<file path="config.mk">
export PLATFORM = sky130hd
export DESIGN_NAME = tick_generator_flat
export DESIGN_NICKNAME = d
export VERILOG_FILES = /design/src/rtl/tick_generator_if.sv /design/src/rtl/tick_generator.sv /design/src/flat_wrapper.sv
export SDC_FILE = /design/constraint.sdc
export NUM_CORES = 1
export LEC_CHECK = 0
export ABC_AREA = 1
export ABC_CLOCK_PERIOD_IN_PS = 2800
export CORE_MARGIN = 3
export CORE_UTILIZATION = 40
export CTS_BUF_LIST = sky130_fd_sc_hd__clkbuf_4
export CTS_CLUSTER_SIZE = 24
export DETAILED_ROUTE_END_ITERATION = 8
export PLACE_DENSITY = 0.54
export SLEW_MARGIN = 30
export SYNTH_ARGS = -nofsm -noshare
export SYNTH_HDL_FRONTEND = slang
export SYNTH_SLANG_ARGS = --single-unit
export TNS_END_PERCENT = 10
</file>
<file path="constraint.sdc">
create_clock -name clk -period 2.8 [get_ports clk]
set_input_delay 0.7 -clock clk [delete_from_list [all_inputs] [get_ports clk]]
set_output_delay 0.7 -clock clk [all_outputs]
set_load 0.03 [all_outputs]
</file>
<file path="src/rtl/tick_generator_if.sv">
// Control and output bundle for tick_generator: divisor programming, per-channel
// enable/clear, global sync, and the tick/square/refresh outputs.
interface tick_generator_if #(
    parameter int NUM_CH = 2,
    parameter int CNT_W  = 32,
    parameter int SEL_W  = (NUM_CH > 1) ? $clog2(NUM_CH) : 1
);
    // div_load is a single-cycle write strobe with no ready: every cycle it is high,
    // div_value is taken for channel div_sel (ignored when div_sel >= NUM_CH).
    logic [NUM_CH-1:0] en;
    logic [NUM_CH-1:0] clr;
    logic              sync;
    logic              div_load;
    logic [SEL_W-1:0]  div_sel;
    logic [CNT_W-1:0]  div_value;
    logic [NUM_CH-1:0] tick;
    logic [NUM_CH-1:0] sq;
    logic              refresh_clk;
    logic              refresh_tick;

    modport master (
        output en, clr, sync, div_load, div_sel, div_value,
        input  tick, sq, refresh_clk, refresh_tick
    );

    modport slave (
        input  en, clr, sync, div_load, div_sel, div_value,
        output tick, sq, refresh_clk, refresh_tick
    );
endinterface

</file>
<file path="src/rtl/tick_generator.sv">
// Multi-channel programmable tick generator: per-channel divide-by-d tick and square
// wave, global phase sync, and a free-running display refresh divider.
module tick_generator #(
    parameter int                 NUM_CH      = 2,
    parameter int                 CNT_W       = 32,
    parameter logic [CNT_W-1:0]   DEFAULT_DIV = CNT_W'(1_000_000),
    parameter int                 REFRESH_W   = 16
) (
    input  logic            clk,
    input  logic            reset,
    tick_generator_if.slave bus
);
    logic [CNT_W-1:0]     cnt_q  [NUM_CH];
    logic [CNT_W-1:0]     div_q  [NUM_CH];
    logic [CNT_W-1:0]     last   [NUM_CH];
    logic [NUM_CH-1:0]    tick_q;
    logic [NUM_CH-1:0]    sq_q;
    logic [REFRESH_W-1:0] rcnt_q;
    logic [REFRESH_W-1:0] rcnt_next;
    logic                 rtick_q;

    // Terminal count is d-1 where a programmed zero behaves as a divisor of one.
    always_comb begin
        for (int i = 0; i < NUM_CH; i++) begin
            last[i] = (div_q[i] == '0) ? '0 : (div_q[i] - CNT_W'(1));
        end
    end

    always_ff @(posedge clk) begin
        if (reset) begin
            for (int i = 0; i < NUM_CH; i++) begin
                cnt_q[i] <= '0;
                div_q[i] <= DEFAULT_DIV;
            end
            tick_q <= '0;
            sq_q   <= '0;
        end else begin
            for (int i = 0; i < NUM_CH; i++) begin
                // Load applies even when a clear or sync wins the counter update.
                if (bus.div_load && (int'(bus.div_sel) == i)) begin
                    div_q[i] <= bus.div_value;
                end
                if (bus.sync || bus.clr[i]) begin
                    cnt_q[i]  <= '0;
                    sq_q[i]   <= 1'b0;
                    tick_q[i] <= 1'b0;
                end else if (bus.div_load && (int'(bus.div_sel) == i)) begin
                    cnt_q[i]  <= '0;
                    tick_q[i] <= 1'b0;
                end else if (!bus.en[i]) begin
                    tick_q[i] <= 1'b0;
                end else if (cnt_q[i] == last[i]) begin
                    cnt_q[i]  <= '0;
                    tick_q[i] <= 1'b1;
                    sq_q[i]   <= ~sq_q[i];
                end else begin
                    cnt_q[i]  <= cnt_q[i] + CNT_W'(1);
                    tick_q[i] <= 1'b0;
                end
            end
        end
    end

    assign rcnt_next = rcnt_q + REFRESH_W'(1);

    // Refresh divider ignores sync/clr; the pulse coincides with the MSB rising.
    always_ff @(posedge clk) begin
        if (reset) begin
            rcnt_q  <= '0;
            rtick_q <= 1'b0;
        end else begin
            rcnt_q  <= rcnt_next;
            rtick_q <= rcnt_next[REFRESH_W-1] & ~rcnt_q[REFRESH_W-1];
        end
    end

    assign bus.tick         = tick_q;
    assign bus.sq           = sq_q;
    assign bus.refresh_clk  = rcnt_q[REFRESH_W-1];
    assign bus.refresh_tick = rtick_q;
endmodule

</file>
<file path="src/flat_wrapper.sv">
// flat-port wrapper written by rule: the top's interface ports become plain ports
module tick_generator_flat 
#(
    parameter int                 NUM_CH      = 2,
    parameter int                 CNT_W       = 32,
    parameter logic [CNT_W-1:0]   DEFAULT_DIV = CNT_W'(1_000_000),
    parameter int                 REFRESH_W   = 16
)
  (clk, reset, bus_en, bus_clr, bus_sync, bus_div_load, bus_div_sel, bus_div_value, bus_tick, bus_sq, bus_refresh_clk, bus_refresh_tick);
  tick_generator_if #(.NUM_CH(NUM_CH), .CNT_W(CNT_W)) bus_i ();
  input  logic clk;
  input  logic reset;
  input wire logic [$bits(bus_i.en)-1:0] bus_en;
  input wire logic [$bits(bus_i.clr)-1:0] bus_clr;
  input wire logic [$bits(bus_i.sync)-1:0] bus_sync;
  input wire logic [$bits(bus_i.div_load)-1:0] bus_div_load;
  input wire logic [$bits(bus_i.div_sel)-1:0] bus_div_sel;
  input wire logic [$bits(bus_i.div_value)-1:0] bus_div_value;
  output wire logic [$bits(bus_i.tick)-1:0] bus_tick;
  output wire logic [$bits(bus_i.sq)-1:0] bus_sq;
  output wire logic [$bits(bus_i.refresh_clk)-1:0] bus_refresh_clk;
  output wire logic [$bits(bus_i.refresh_tick)-1:0] bus_refresh_tick;
  assign bus_i.en = bus_en;
  assign bus_i.clr = bus_clr;
  assign bus_i.sync = bus_sync;
  assign bus_i.div_load = bus_div_load;
  assign bus_i.div_sel = bus_div_sel;
  assign bus_i.div_value = bus_div_value;
  assign bus_tick = bus_i.tick;
  assign bus_sq = bus_i.sq;
  assign bus_refresh_clk = bus_i.refresh_clk;
  assign bus_refresh_tick = bus_i.refresh_tick;
  tick_generator #(.NUM_CH(NUM_CH), .CNT_W(CNT_W), .DEFAULT_DIV(DEFAULT_DIV), .REFRESH_W(REFRESH_W)) u_core (.clk(clk), .reset(reset), .bus(bus_i));
endmodule
</file>
==> qor.yml, run 1 <==
grt_max_degree: 33
critPathLaunch: "u_core.div_q[0][1]"
dpl_cell_area_mm2: 0.0127
drt-vias-per-instance: 4.99
yosysWarnings: 0
routedWlPerCell_um: 15.7
overflow: 0
grt_pass1_wl_um: 51100
dieArea_mm2: 0.0291
worstMarginPinSlew_ns: 0.544
cts_buffers: 17
synth_edf_count: 128
synth_top_cell_area_share: 0.354
finalCriticalPeriod_ns: 2.86
synthTopCellsByArea: "edfxtp_1 (35%), nand2_1 (13%), nor2_1 (10%)"
synthesis.area_mm2: 0.0108
p_leak_nw: 5.79
cts_tree: "yes"
drv_cap: 0
period_share: 1.02
row_count: 59
rsz0062_at_grt: "yes"
met2_usage: 0.322
stdcell_area_mm2: 0.0135
pin_count: 47
layout.nets: 1802
hp-class: "flip-flop to flip-flop"
fin_skew_ns: 0.0327
path_clk_slew_ns: 0.14
hpwl_um: 25900
drc: 0
port-buffer-count: 46
yosysUniqueCellTypes: 45
use_met1: 0.349
crit_arrival_ns: 3.21
insertion_delay_ns: 0.60
ys_ff_latch: 149
violations: "setup timing"
ys_seq_area_frac: 0.393
setup_viol: 30
clock_path_buffers: 2
chipHeight_um: 171
synth_common_cells: "nand2_1 (387), nor2_1 (288), inv_1 (233), edfxtp_1 (128), nand3_1 (107)"
drt-pass1-iter-count: 6
gp_congestion: 0.952
hold_viol_final: 0
cts_sinks: 149
gr-usage-all-layers: 0.226
grt_use_met3: 0.0490
synth_cells: 1535
slew_headroom: 0.635
grt_busiest_layer: "met1"
ant_nets: 0
synth_top_cell_by_area: "edfxtp_1"
r2r-start: "u_core.div_q[0][1]"
synth-main-ff-cell: "edfxtp_1"
powerDensity_mw_per_mm2: 381
vias: 10500
timing.fmax_ghz: 0.350
syn-num-nets: 1582
synth_most_common_cell: "nand2_1"
ctsRootBufferMaster: "clkbuf_4"
fill_cells: 2668
startpoint_type: "flip-flop"
drive_gt1_frac: 0.189
required_ns: 3.15
maxSlewViolCount: 0
syn_to_final_growth_pct: 24.8
die_x_um: 171
routed_wl_um: 33100
critPathMaxFanout: 8
avgSynthCellArea_um2: 7.07
hp-start: "u_core.rcnt_q[0]"
status: "complete, but fails checks"
cts_hold_buf: 0
ir_drop_v: 0.000284
start_util: 0.412
h-tree-depth: 4
crit_path_end_kind: "flip-flop"
finalPower_mw: 5.15
grt_antenna_before_repair: 1
ys_async_sr_fraction: 0
drtIter0Drc: 825
first_global_vias: 9686
core_area_mm2: 0.0264
layout_setup_ws_ns: -0.0581
path_class: "flip-flop to flip-flop"
## worst max-delay path: stages (launching register included)
cell and delay (ns):
edfxtp_1 0.45, inv_2 0.09, ha_4 0.14, nand2_4 0.07, nor2_4 0.23, nand2_4 0.10
nor2_8 0.19, clkinv_8 0.11, buf_6 0.16, nand4_4 0.12, nand2_1 0.08, nor2_1 0.12
nand4_1 0.13, nor2_1 0.12, nand3_1 0.12, nand2_4 0.17, clkbuf_16 0.19, nor2_2 0.03
## metrics by stage
step / setup slack [ns] / utilization / hold slack [ns] / cells / setup TNS [ns]
floorplan: 0.266 / - / 0.418 / 1535 / 0
global placement: -0.0912 / 0.483 / 0.434 / 2035 / -2.71
detailed placement: -0.116 / 0.483 / 0.447 / 2035 / -3.39
CTS: 0.00164 / 0.495 / 0.469 / 2071 / 0
global route: -0.222 / 0.514 / 0.493 / 2104 / -10.77
finish: -0.0581 / 0.514 / 0.470 / 2104 / -0.701
## layout make-up
class / count / area, um2 / share of cell area
multi-input cells: 1129 / 5730 / 0.424
flip-flops and latches: 149 / 4260 / 0.315
repair buffers: 222 / 1950 / 0.144
inverters: 235 / 895 / 0.0661
well taps: 335 / 419 / 0.0310
clock inverters: 15 / 138 / 0.0102
clock buffers: 17 / 128 / 0.00943
repair inverters: 1 / 8.76 / 0.000647
diodes: 1 / 2.50 / 0.000185
## power breakdown
| part | total [mW] | internal (mW) | switching [mW] |
|---|---|---|---|
| registers | 2.63 | 2.52 | 0.108 |
| clock network | 1.38 | 0.462 | 0.917 |
| logic | 1.14 | 0.501 | 0.641 |
## metal layers
| layer | wire [um] | vias up | part of all wire |
|---|---|---|---|
| met5 | 0 | - | 0 |
| met1 | 16800 | 4773 | 0.51 |
| met4 | 374 | 0 | 0.011 |
| met3 | 2420 | 23 | 0.073 |
| li1 | - | 5406 | - |
| met2 | 13500 | 295 | 0.41 |
## cells by family (layout without fill, tap and decap cells)
family | Yosys count | after routing | synth area share
flip-flops | 149 | 149 | 0.393
adder cells (fa/ha/maj) | 6 | 6 | 0.00692
other | 0 | 1 | 0
AND/OR/NAND/NOR | 977 | 977 | 0.403
buffers and inverters | 257 | 490 | 0.0972
AO/OA/AOI/OAI | 74 | 74 | 0.0413
XOR/XNOR | 72 | 72 | 0.0581
## registers in the layout (all words and copies together) (netlist names)
register	flops
u_core.div_q	64
u_core.rcnt_q	16
u_core.bus.tick	2
u_core.bus.sq	2
u_core.cnt_q	64
u_core.bus.refresh_tick	1
## worst paths after layout
path                                            end  slack [ns]  cells after the start
worst max-delay path            u_core.cnt_q[0][29]       -0.06                     17
worst max register to register  u_core.cnt_q[0][29]       -0.06                     17
worst min register to register     u_core.rcnt_q[0]        0.47                      1
worst min-delay path               u_core.rcnt_q[0]        0.47                      1
## cells in the final DEF, fill, tap and decap left out, types with 10 or more instances in the layout
| cell | count |
|---|---|
| a21oi_1 | 16 |
| nand3_1 | 105 |
| nand2_1 | 377 |
| nand2_2 | 14 |
| o21ai_0 | 22 |
| dfxtp_1 | 21 |
| o21bai_1 | 15 |
| xor2_1 | 63 |
| edfxtp_1 | 128 |
| nand3b_1 | 11 |
| nor3_1 | 23 |
| clkdlybuf4s50_1 | 46 |
| nor2_1 | 260 |
| buf_12 | 10 |
| nor2_4 | 14 |
| buf_4 | 163 |
| nor2_2 | 60 |
| clkbuf_4 | 17 |
| inv_1 | 230 |
| nand4_1 | 74 |
## timing repair
item                       4_1_cts  5_1_grt
buffers inserted                 4       29
gates resized for setup          6       63
pin swaps                        2       16
setup endpoints to repair       47       67
cloned                           0        3
Note: power is estimated with default switching activity, not from simulation.
==> run 2, diff against run 1 <==
GPL_TIMING_DRIVEN = 0   (was default)
==> run 2 against run 1 <==
The flow still finishes with violations (setup timing). Sequential power about the same. Clock skew about the same. Via count down 1.8%. Die area unchanged. Critical endpoint is now u_core.cnt_q[1][30]. Largest cell class unchanged. Largest power group unchanged. Highest routed layer unchanged.
==> qor.yml, run 2 (synthesized netlist as in run 1, its figures left out) <==
required_ns: 3.14  # about the same
port-buffer-count: 45  # -2.2%
powerDensity_mw_per_mm2: 394  # +3.6%
layout_setup_ws_ns: -0.124  # -0.0659 ns
critPathMaxFanout: 6  # -2
drt-pass1-iter-count: 5  # -1
hpwl_um: 25600  # -1.3%
path_clk_slew_ns: 0.14  # about the same
dieArea_mm2: 0.0291  # unchanged
grt_max_degree: 33  # unchanged
drc: 0  # unchanged
maxSlewViolCount: 0  # unchanged
pin_count: 47  # unchanged
core_area_mm2: 0.0264  # unchanged
fill_cells: 2655  # -0.49%
ant_nets: 0  # unchanged
gp_congestion: 0.954  # +0.23%
worst_hold_slack_ns: 0.462  # -0.00765 ns
syn_to_final_growth_pct: 20.3
grt_antenna_before_repair: 1  # unchanged
row_count: 59  # unchanged
routed_wl_um: 32400  # -2.0%
crit_path_end_kind: "flip-flop"
layout_commonest_cell: "nand2_1"
die_x_um: 171  # unchanged
period_share: 1.04  # +0.0235
drive_gt1_frac: 0.158  # -0.0316
use_met1: 0.361  # +0.0124
crit_arrival_ns: 3.27  # +0.06 ns
fin_skew_ns: 0.0327  # +0.0000718 ns
p_leak_nw: 5.40  # -6.7%
finalCriticalPeriod_ns: 2.92  # +0.0659 ns
grt_use_met3: 0.0437  # -0.00531
regArea_mm2: 0.00426  # unchanged
hp-class: "flip-flop to flip-flop"
timing.fmax_ghz: 0.342  # -2.3%
hold_viol_final: 0  # unchanged
rsz0062_at_grt: "yes"
layout.nets: 1712  # -5.0%
routedWlPerCell_um: 16.1  # +2.4%
path_class: "flip-flop to flip-flop"
slew_headroom: 0.497  # -0.138
drtIter0Drc: 1057  # +28%
ir_drop_v: 0.000266  # -6.4%
worstMarginPinSlew_ns: 0.752  # +0.208 ns
violations: "setup timing"
place_inst: 1916  # -5.8%
grt_busiest_layer: "met1"
cts_tree: "yes"
cts_sinks: 149  # unchanged
overflow: 0  # unchanged
first_global_vias: 9370  # -3.3%
top_regs: "u_core.cnt_q: 64 flops, u_core.div_q: 64 flops, u_core.rcnt_q: 16 flops"
vias: 10300  # -1.8%
h-tree-depth: 4  # unchanged
multi_input_area_mm2: 0.00590  # +2.8%
start_util: 0.412  # unchanged
chipHeight_um: 171  # unchanged
cts_hold_buf: 0  # unchanged
insertion_delay_ns: 0.59  # about the same
ctsRootBufferMaster: "clkbuf_4"
instances_no_fill: 2014  # -4.3%
met2_usage: 0.314  # -0.00846
startpoint_type: "flip-flop"
final_cell_mix: "nand2_1 (370), nor2_1 (254), inv_1 (226)"
grt_pass1_wl_um: 51200  # +0.22%
drt-vias-per-instance: 5.12  # +2.6%
gr-usage-all-layers: 0.226  # about the same
clock_path_buffers: 2  # unchanged
drv_cap: 0  # unchanged
cts_buffers: 17  # unchanged
setup_viol: 59  # +97%
status: "complete, but fails checks"
==> run 2: changes by cell type in the layout (fill, tap and decap cells not counted), sizes merged <==
cell,before,now
bufinv,1,2
clkbuf,19,29
inv,245,240
clkinvlp,0,3
clkdlybuf4s50,46,45
clkinv,5,2
buf,174,79
==> run 2: path summary, 6_finish.rpt <==
check / startpoint / endpoint / slack (ns) / depth (start not counted)
max: u_core.div_q[0][45] / u_core.cnt_q[1][30] / -0.12 / 15
min reg2reg: u_core.rcnt_q[0] / u_core.rcnt_q[0] / 0.46 / 1
min: u_core.rcnt_q[0] / u_core.rcnt_q[0] / 0.46 / 1
max reg2reg: u_core.div_q[0][45] / u_core.cnt_q[1][30] / -0.12 / 15
==> run 2: metal layers <==
layer  routed length [um]  part of all wire
met5                    0                 0
met4                  300            0.0093
met3                 2170             0.067
met2                13100              0.40
met1                16800              0.52
==> run 2: report_power, final <==
part / internal [mW] / switching, mW / leakage (nW)
registers: 2.52 / 0.118 / 1.59
logic: 0.417 / 0.616 / 3.66
clock network: 0.578 / 0.894 / 0.153
total: 3.52 / 1.63 / 5.40
==> run 2: worst max-delay path, cell delays in order (launching register included) <==
cell,delay [ns]
edfxtp_1,0.47
nor2_2,0.23
nand2_1,0.13
nor2_1,0.28
nand2_1,0.23
nand2_1,0.18
nand4_1,0.11
nand2_1,0.15
nand2_1,0.07
nor2_1,0.12
nand3_1,0.10
nor2_1,0.10
nand3_1,0.13
nand2_4,0.19
buf_8,0.17
nor2_1,0.06
==> run 2: timing repair <==
action | in CTS | in global routing
resized for setup | 80 | 46
cloned | 2 | 0
setup endpoints to repair | 66 | 67
setup buffers | 44 | 18
pin swaps | 23 | 15
==> run 2: cell type report <==
class	count	area share
inverters	235	0.0681
multi-input cells	1129	0.452
repair buffers	111	0.0815
flip-flops and latches	149	0.327
plain buffers	22	0.0172
clock buffers	20	0.0115
diodes	1	0.000192
clock inverters	12	0.0112
well taps	335	0.0321
==> run 2: stage by stage <==
| stage | setup WS, ns | power, mW | utilization | instance area (um2) | setup TNS (ns) |
|---|---|---|---|---|---|
| floorplan | 0.266 | 3.25 | - | 10800 | 0 |
| global placement | -0.530 | 3.53 | 0.445 | 11700 | -46.84 |
| detailed placement | -0.475 | 3.53 | 0.446 | 11800 | -19.74 |
| CTS | -0.0698 | 5.13 | 0.483 | 12700 | -0.585 |
| global route | -0.314 | 5.43 | 0.495 | 13100 | -17.09 |
| finish | -0.124 | 5.15 | 0.495 | 13100 | -4.08 |
